File: src/rtl/fifo_stream_drain_if.sv
// Stream-drain bundle: FIFO read port on one side, framed valid/ready stream on the other.
// master = drain block, slave = FIFO + stream sink environment.
interface fifo_stream_drain_if #(
    parameter int DATA_WIDTH = 32
);
    logic                  fifo_empty_f;
    logic                  fifo_read_enable;
    logic [DATA_WIDTH-1:0] fifo_data_output;
    logic                  m_valid;
    logic                  m_ready;
    logic [DATA_WIDTH-1:0] m_data;
    logic                  m_last;
    logic [15:0]           pkt_count;

    modport master (
        input  fifo_empty_f,
        input  fifo_data_output,
        input  m_ready,
        output fifo_read_enable,
        output m_valid,
        output m_data,
        output m_last,
        output pkt_count
    );

    modport slave (
        output fifo_empty_f,
        output fifo_data_output,
        output m_ready,
        input  fifo_read_enable,
        input  m_valid,
        input  m_data,
        input  m_last,
        input  pkt_count
    );
endinterface

File: src/rtl/fifo_stream_drain.sv
// Drains a registered-read FIFO into a 2-entry skid buffer and presents it as a framed
// valid/ready stream; reads are credit-limited so the buffer can never overflow.
module fifo_stream_drain #(
    parameter int DATA_WIDTH = 32,
    parameter int PKT_LEN    = 8
) (
    input  logic                clk,
    input  logic                reset_signal,
    fifo_stream_drain_if.master bus
);
    localparam int IDX_W = (PKT_LEN > 1) ? $clog2(PKT_LEN) : 1;
    localparam logic [IDX_W-1:0] LAST_IDX = IDX_W'(PKT_LEN - 1);

    logic [DATA_WIDTH-1:0] head_q, head_d;
    logic [DATA_WIDTH-1:0] tail_q, tail_d;
    logic [1:0]            buf_count_q, buf_count_d;
    logic                  rd_pending_q, rd_pending_d;
    logic [IDX_W-1:0]      word_idx_q, word_idx_d;
    logic [15:0]           pkt_count_q, pkt_count_d;

    logic       valid;
    logic       last;
    logic       pop;
    logic       capture;
    logic       rd_en;
    logic [2:0] credit_used;

    always_comb begin
        valid       = (buf_count_q != '0);
        last        = valid & (word_idx_q == LAST_IDX);
        pop         = valid & bus.m_ready;
        capture     = rd_pending_q;
        // Words held plus words in flight, minus the one leaving now, must stay below 2.
        credit_used = 3'(buf_count_q) + 3'(rd_pending_q) - 3'(pop);
        rd_en       = !reset_signal & !bus.fifo_empty_f & (credit_used < 3'd2);

        head_d       = head_q;
        tail_d       = tail_q;
        buf_count_d  = buf_count_q;
        rd_pending_d = rd_en;
        word_idx_d   = word_idx_q;
        pkt_count_d  = pkt_count_q;

        case ({capture, pop})
            2'b10: begin
                if (buf_count_q == 2'd0) head_d = bus.fifo_data_output;
                else                     tail_d = bus.fifo_data_output;
                buf_count_d = buf_count_q + 2'd1;
            end
            2'b01: begin
                head_d      = tail_q;
                buf_count_d = buf_count_q - 2'd1;
            end
            2'b11: begin
                // Simultaneous capture and pop: the queue shifts by one, count is unchanged.
                if (buf_count_q == 2'd1) begin
                    head_d = bus.fifo_data_output;
                end else begin
                    head_d = tail_q;
                    tail_d = bus.fifo_data_output;
                end
            end
            default: ;
        endcase

        if (pop) begin
            word_idx_d = (word_idx_q == LAST_IDX) ? '0 : word_idx_q + IDX_W'(1);
            if (last) pkt_count_d = pkt_count_q + 16'd1;
        end
    end

    always_ff @(posedge clk) begin
        if (reset_signal) begin
            head_q       <= '0;
            tail_q       <= '0;
            buf_count_q  <= '0;
            rd_pending_q <= 1'b0;
            word_idx_q   <= '0;
            pkt_count_q  <= '0;
        end else begin
            head_q       <= head_d;
            tail_q       <= tail_d;
            buf_count_q  <= buf_count_d;
            rd_pending_q <= rd_pending_d;
            word_idx_q   <= word_idx_d;
            pkt_count_q  <= pkt_count_d;
        end
    end

    assign bus.fifo_read_enable = rd_en;
    assign bus.m_valid          = valid;
    assign bus.m_data           = head_q;
    assign bus.m_last           = last;
    assign bus.pkt_count        = pkt_count_q;

    capture_never_overflows: assert property (@(posedge clk) disable iff (reset_signal)
        !(rd_pending_q && (buf_count_q == 2'd2) && !pop));

    never_reads_empty_fifo: assert property (@(posedge clk) disable iff (reset_signal)
        !(bus.fifo_read_enable && bus.fifo_empty_f));
endmodule

File: src/flat_wrapper.sv
// flat-port wrapper written by rule: the top's interface ports become plain ports
module fifo_stream_drain_flat 
#(
    parameter int DATA_WIDTH = 32,
    parameter int PKT_LEN    = 8
)
  (clk, reset_signal, bus_fifo_empty_f, bus_fifo_data_output, bus_m_ready, bus_fifo_read_enable, bus_m_valid, bus_m_data, bus_m_last, bus_pkt_count);
  fifo_stream_drain_if #(.DATA_WIDTH(DATA_WIDTH)) bus_i ();
  input  logic clk;
  input  logic reset_signal;
  input wire logic [$bits(bus_i.fifo_empty_f)-1:0] bus_fifo_empty_f;
  input wire logic [$bits(bus_i.fifo_data_output)-1:0] bus_fifo_data_output;
  input wire logic [$bits(bus_i.m_ready)-1:0] bus_m_ready;
  output wire logic [$bits(bus_i.fifo_read_enable)-1:0] bus_fifo_read_enable;
  output wire logic [$bits(bus_i.m_valid)-1:0] bus_m_valid;
  output wire logic [$bits(bus_i.m_data)-1:0] bus_m_data;
  output wire logic [$bits(bus_i.m_last)-1:0] bus_m_last;
  output wire logic [$bits(bus_i.pkt_count)-1:0] bus_pkt_count;
  assign bus_i.fifo_empty_f = bus_fifo_empty_f;
  assign bus_i.fifo_data_output = bus_fifo_data_output;
  assign bus_i.m_ready = bus_m_ready;
  assign bus_fifo_read_enable = bus_i.fifo_read_enable;
  assign bus_m_valid = bus_i.m_valid;
  assign bus_m_data = bus_i.m_data;
  assign bus_m_last = bus_i.m_last;
  assign bus_pkt_count = bus_i.pkt_count;
  fifo_stream_drain #(.DATA_WIDTH(DATA_WIDTH), .PKT_LEN(PKT_LEN)) u_core (.clk(clk), .reset_signal(reset_signal), .bus(bus_i));
endmodule
File: config.mk
export PLATFORM = sky130hd
export DESIGN_NAME = fifo_stream_drain_flat
export DESIGN_NICKNAME = d
export VERILOG_FILES = /design/src/rtl/fifo_stream_drain_if.sv /design/src/rtl/fifo_stream_drain.sv /design/src/flat_wrapper.sv
export SDC_FILE = /design/constraint.sdc
export NUM_CORES = 1
export LEC_CHECK = 0
export BUFFER_PORTS_ARGS = -buffer_cell sky130_fd_sc_hd__clkbuf_2
export CAP_MARGIN = 30
export CORE_UTILIZATION = 50
export CTS_BUF_LIST = sky130_fd_sc_hd__clkbuf_2 sky130_fd_sc_hd__clkbuf_4 sky130_fd_sc_hd__clkbuf_8
export DETAILED_ROUTE_END_ITERATION = 12
export GPL_TIMING_DRIVEN = 0
export PLACE_DENSITY = 0.75
export SLEW_MARGIN = 20
export SYNTH_ARGS = -nofsm -noshare
export SYNTH_HDL_FRONTEND = slang
export SYNTH_SLANG_ARGS = --single-unit
File: constraint.sdc
create_clock -name clk -period 3.2 [get_ports clk]
set_clock_uncertainty 0.2 [all_clocks]
set_input_delay 0 -clock clk [delete_from_list [all_inputs] [get_ports clk]]
set_output_delay 0 -clock clk [all_outputs]
set_load 0.01 [all_outputs]
# After elaboration in Yosys (flattened, before gate mapping)
# Index checks and enable logic that the tools add are counted.
[classes] n_lt_le_gt_ge=1 muxes=8 shifts=0 addsub=6 bitwise_logic=4 n_reduce_logical=10 n_mul=0 n_div=0 eq_ne=8
[op_table] operator="$mux W32" n=4
[op_table] operator="$pmux W32 S3" n=1
[op_table] operator="$pmux W32 S2" n=1
[op_table] operator="$add A16 B1 Y16 const B" n=1
[op_table] operator="$reduce_bool A2 Y1" n=3
[op_table] operator="$and A1 B1 Y1" n=4
[op_table] operator="$eq A2 B1 Y1 const B" n=2
[op_table] operator="$eq A2 B2 Y1 const B" n=2
[op_table] operator="$ne A2 B2 Y1 const B" n=2
[op_table] operator="$pmux W2 S2" n=1
[op_table] operator="$reduce_and A2 Y1" n=2
[op_table] operator="$add A2 B1 Y3" n=1
[op_table] operator="$add A3 B1 Y3 const B" n=1
[op_table] operator="$eq A3 B3 Y1 const B" n=1
[op_table] operator="$lt A3 B2 Y1 const B" n=1
[op_table] operator="$mux W3" n=1
[op_table] operator="$reduce_and A3 Y1" n=1
[op_table] operator="$reduce_bool A3 Y1" n=1
[op_table] operator="$sub A3 B1 Y3" n=1
[op_table] operator="$add A2 B1 Y2 const B" n=1
[op_table] operator="$logic_not A1 Y1" n=2
[op_table] operator="$logic_not A2 Y1" n=1
[op_table] operator="$ne A2 B1 Y1 const B" n=1
[op_table] operator="$sub A2 B1 Y2 const B" n=1
[totals] ramBits=0 mem_bits_ro=0 regBits=86 latchBits=0 n_memories=0 word_cells=43

# Depth between registers and ports, before layout
[logic_depth] word_depth=5 depth_mapped=10 depth_no_buf=9

# Worst setup path after synthesis
# No wires, ideal clock.
[synth_path] path_type="register -> output" start="register u_core.buf_count_q[1]" end="output port bus_fifo_read_enable" t_arrival_ps=2326 path_stages_with_launch=11 path_slack_ps=674 path_cell_list="dfxtp_1 -> inv_1 -> ha_1 -> nor2b_1 -> clkbuf_1 -> xnor2_1 -> and2_1 -> inv_1 -> fa_1 -> xor2_1 -> nor4b_1"
[synth_via] elab_chain_cells=5
[synth_rtl] element="from (decl)" line_no="fifo_stream_drain.sv:16" text="logic [1:0] buf_count_q, buf_count_d;"
[synth_rtl] element="from (signal assigned)" line_no="fifo_stream_drain.sv:83" text="buf_count_q <= buf_count_d;"
[synth_rtl] element="parallel branches: the longest is 2 deep, another holds $add A2 B1 Y3"
[synth_rtl] element="$sub A3 B1 Y3 *" line_no="fifo_stream_drain.sv:34" text="credit_used = 3'(buf_count_q) + 3'(rd_pending_q) - 3'(pop);"
[synth_rtl] element="$lt A3 B2 Y1 *" line_no="fifo_stream_drain.sv:35" text="rd_en = !reset_signal & !bus.fifo_empty_f & (credit_used < 3'd2);"
[synth_rtl] element="$and A1 B1 Y1 *" line_no="fifo_stream_drain.sv:35"
[synth_rtl] element="to (decl)" line_no="flat_wrapper.sv:14" text="output wire logic [$bits(bus_i.fifo_read_enable)-1:0] bus_fifo_read_enable;"
# Mark *: on every way between the ends.

# Worst setup path after layout
# Ends and elaborated chain as after synthesis.

==> metrics.csv <==
metric,value,unit
Tot GR Track Use,23.7,%
CTS Buffer Depth,2,
Int Power,0.00225,W
ys flop type,dfxtp_1,
fin crit period,3.02,ns
Placer Congestion,0.810,
fmax,0.331,GHz
switching share of power,37.3,%
syn nets,457,
# fillers,577,
Yosys reg bits,86,
DRC violations left,0,
Vias/cell,5.20,
first-pass GRT wire length,13800,µm
Worst-Skew Late Latency,0.35,ns
number of setup violations in the final report,0,
Initial Util,52.2,%
total grt overflow,0,
WL/cell,13.6,µm
dpl hpwl,6030,µm
"leading cell types in the layout, fill and taps excluded","clkbuf_2 (86), dfxtp_1 (86), nand2_1 (81)",
worst vdd ir,374,µV
max-cap viol count,0,
Hold Crit Start,reset_signal,
nets@finish,587,
critical path launch point,u_core.buf_count_q[1],
PwrDens,765,mW/mm²
# rows,30,
area delta synth->final,30.5,%
leakage power,2.02,nW
outcome,completed,
worst r2r src,u_core.buf_count_q[1],
"Design Area, Final",0.00468,mm²
Initial DRT Pass Iterations,4,
ANT cells,0,
Slew HR,64.1,%
Die W,86.7,µm
"Seq/Total Area, Yosys",48.0,%
Netlist cell types,32,
"EDFF count, synth",0,
cts bufs inserted,9,
final hold violation count,0,
FF/Latch Area,0.00172,mm²
synthesized cell area,0.00359,mm²
clock power share,21.9,%
ys async rst share,0,%
peak fanout along the critical path,10,
switching power,0.00134,W
Arrival @ worst endpoint,2.82,ns
Hold Crit Class,input pin to flip-flop,
Clock Pin Slew Worst Setup and Hold Paths,0.09,ns
Syn Area/Cell,8.65,µm²
I/O Buffers,85,
Setup crit start kind,flip-flop,
RSZ-0062 raised after global routing,no,
Worst EP required,3.00,ns
sum of negative setup slack,0,ns
IO Count,87,
Max Slew Vio Count,0,
crit end category,output port,
die height,86.7,µm
H-tree Lvls,3,
layout cells sized above 1,19.8,%
cells after synthesis,415,
part of the power in registers,40.4,%
final worst path period share,94.5,%
via count,3356,
largest net degree at the start of global routing,16,
yosys warns,0,
area of the multi-input gates,0.00173,mm²
DP Area,0.00413,mm²
Routed WL,8760,µm
CTS tree,done,
kind of critical path,flip-flop to output port,
# clock sinks,86,
DR iter-0 viols,112,
initial antenna violation count,0,
worst-margin pin slew,0.539,ns
final core occ,68.2,%
core area,0.00687,mm²
post-route ant nets,0,
die area,0.00752,mm²
clk root buf,clkbuf_8,
Comb pwr share,37.7,%
vias in the first global route,3109,
final cells by class:
type	instances	area share, %
clock buffers	10	2.94
inverters	5	0.401
plain buffers	30	2.51
multi-input cells	294	37.0
repair buffers	119	16.4
clock inverters	6	1.50
flip-flops and latches	86	36.8
well taps	96	2.56
worst max-delay path, stage by stage, from the launching register on:
cell	delay, ns
dfxtp_1	0.37
inv_1	0.10
ha_1	0.23
nand2b_1	0.26
clkbuf_1	0.39
nor2_1	0.12
fa_1	0.41
xor2_1	0.16
nor4b_1	0.24
clkbuf_2	0.18
logic make-up (layout without fill, tap and decap cells):
family	after synthesis	in the layout	share of synthesized area [%]
compound gates	83	83	14.0
xor+xnor	11	11	2.68
fa+ha+maj	6	6	2.30
buf+inv	35	170	3.77
flops	86	86	48.0
mux	32	32	8.93
simple gates	162	162	20.4
timing repair:
action | 4_1_cts | 5_1_grt
hold endpoints to repair | 67 | 0
setup endpoints to repair | 0 | 1
gates resized for setup | 0 | 2
hold buffers | 34 | 0
buffers inserted | 0 | 0
stage by stage:
| step | hold WS, ns | instances | setup WS, ns | total power [W] |
|---|---|---|---|---|
| final | 0.0854 | 646 | 0.176 | 0.00358 |
| after floorplan | -0.149 | 415 | 0.674 | 0.00235 |
| after CTS | 0.116 | 646 | 0.127 | 0.00358 |
| after global placement | -0.0147 | 596 | 0.546 | 0.00274 |
| after global routing | 0.128 | 646 | 0.000214 | 0.00382 |
| after detailed placement | -0.00977 | 596 | 0.523 | 0.00278 |
power groups by stage:
stage	Sequential [W]	Combinational, W	Clock (W)
floorplan	0.00154	0.000808	0
global placement	0.00146	0.00128	0
detailed placement	0.00147	0.00131	0
CTS	0.00145	0.00134	0.000790
global route	0.00147	0.00151	0.000837
finish	0.00145	0.00135	0.000786
sequential cells by signal, summed over array words and instances (netlist names):
signal	flops
u_core.bus.m_data	32
u_core.word_idx_q	3
u_core.tail_q	32
u_core.capture	1
u_core.buf_count_q	2
u_core.bus.pkt_count	16
Yosys cell counts (all sizes together) (2+ instances only):
cell / count / area, µm²
or3: 4 / 26.3
xor2: 5 / 43.8
nand3: 5 / 25.0
o21ai: 7 / 35.0
dfxtp: 86 / 1720
inv: 5 / 18.8
nand4b: 2 / 17.5
nor2: 45 / 169
nor4b: 2 / 17.5
mux2i: 32 / 320
clkbuf: 27 / 101
and3: 5 / 31.3
a211oi: 33 / 248
and4: 2 / 17.5
nor3: 4 / 20.0
buf: 3 / 15.0
nor2b: 2 / 12.5
nand2: 81 / 304
ha: 5 / 62.6
xnor2: 6 / 52.6
and2: 2 / 13.8
a21oi: 42 / 210
nand4: 4 / 40.0
worst paths after layout:
check / endpoint / slack, ns / cells after the start
worst max-delay path: bus_fifo_read_enable / 0.18 / 9
worst min register to register: u_core.tail_q[26] / 0.26 / 2
worst max register to register: u_core.capture / 0.63 / 8
worst min-delay path: u_core.tail_q[6] / 0.09 / 3
metal layers:
| layer | part of all wire (%) | routed length [µm] | global-route usage [%] |
|---|---|---|---|
| met1 | 43 | 3800 | 28.6 |
| met2 | 49 | 4310 | 40.3 |
| met3 | 4.2 | 371 | 3.81 |
| met4 | 3.1 | 269 | 13.0 |
| met5 | 0 | 0 | 0 |
Note: power is estimated with default switching activity, not from simulation.
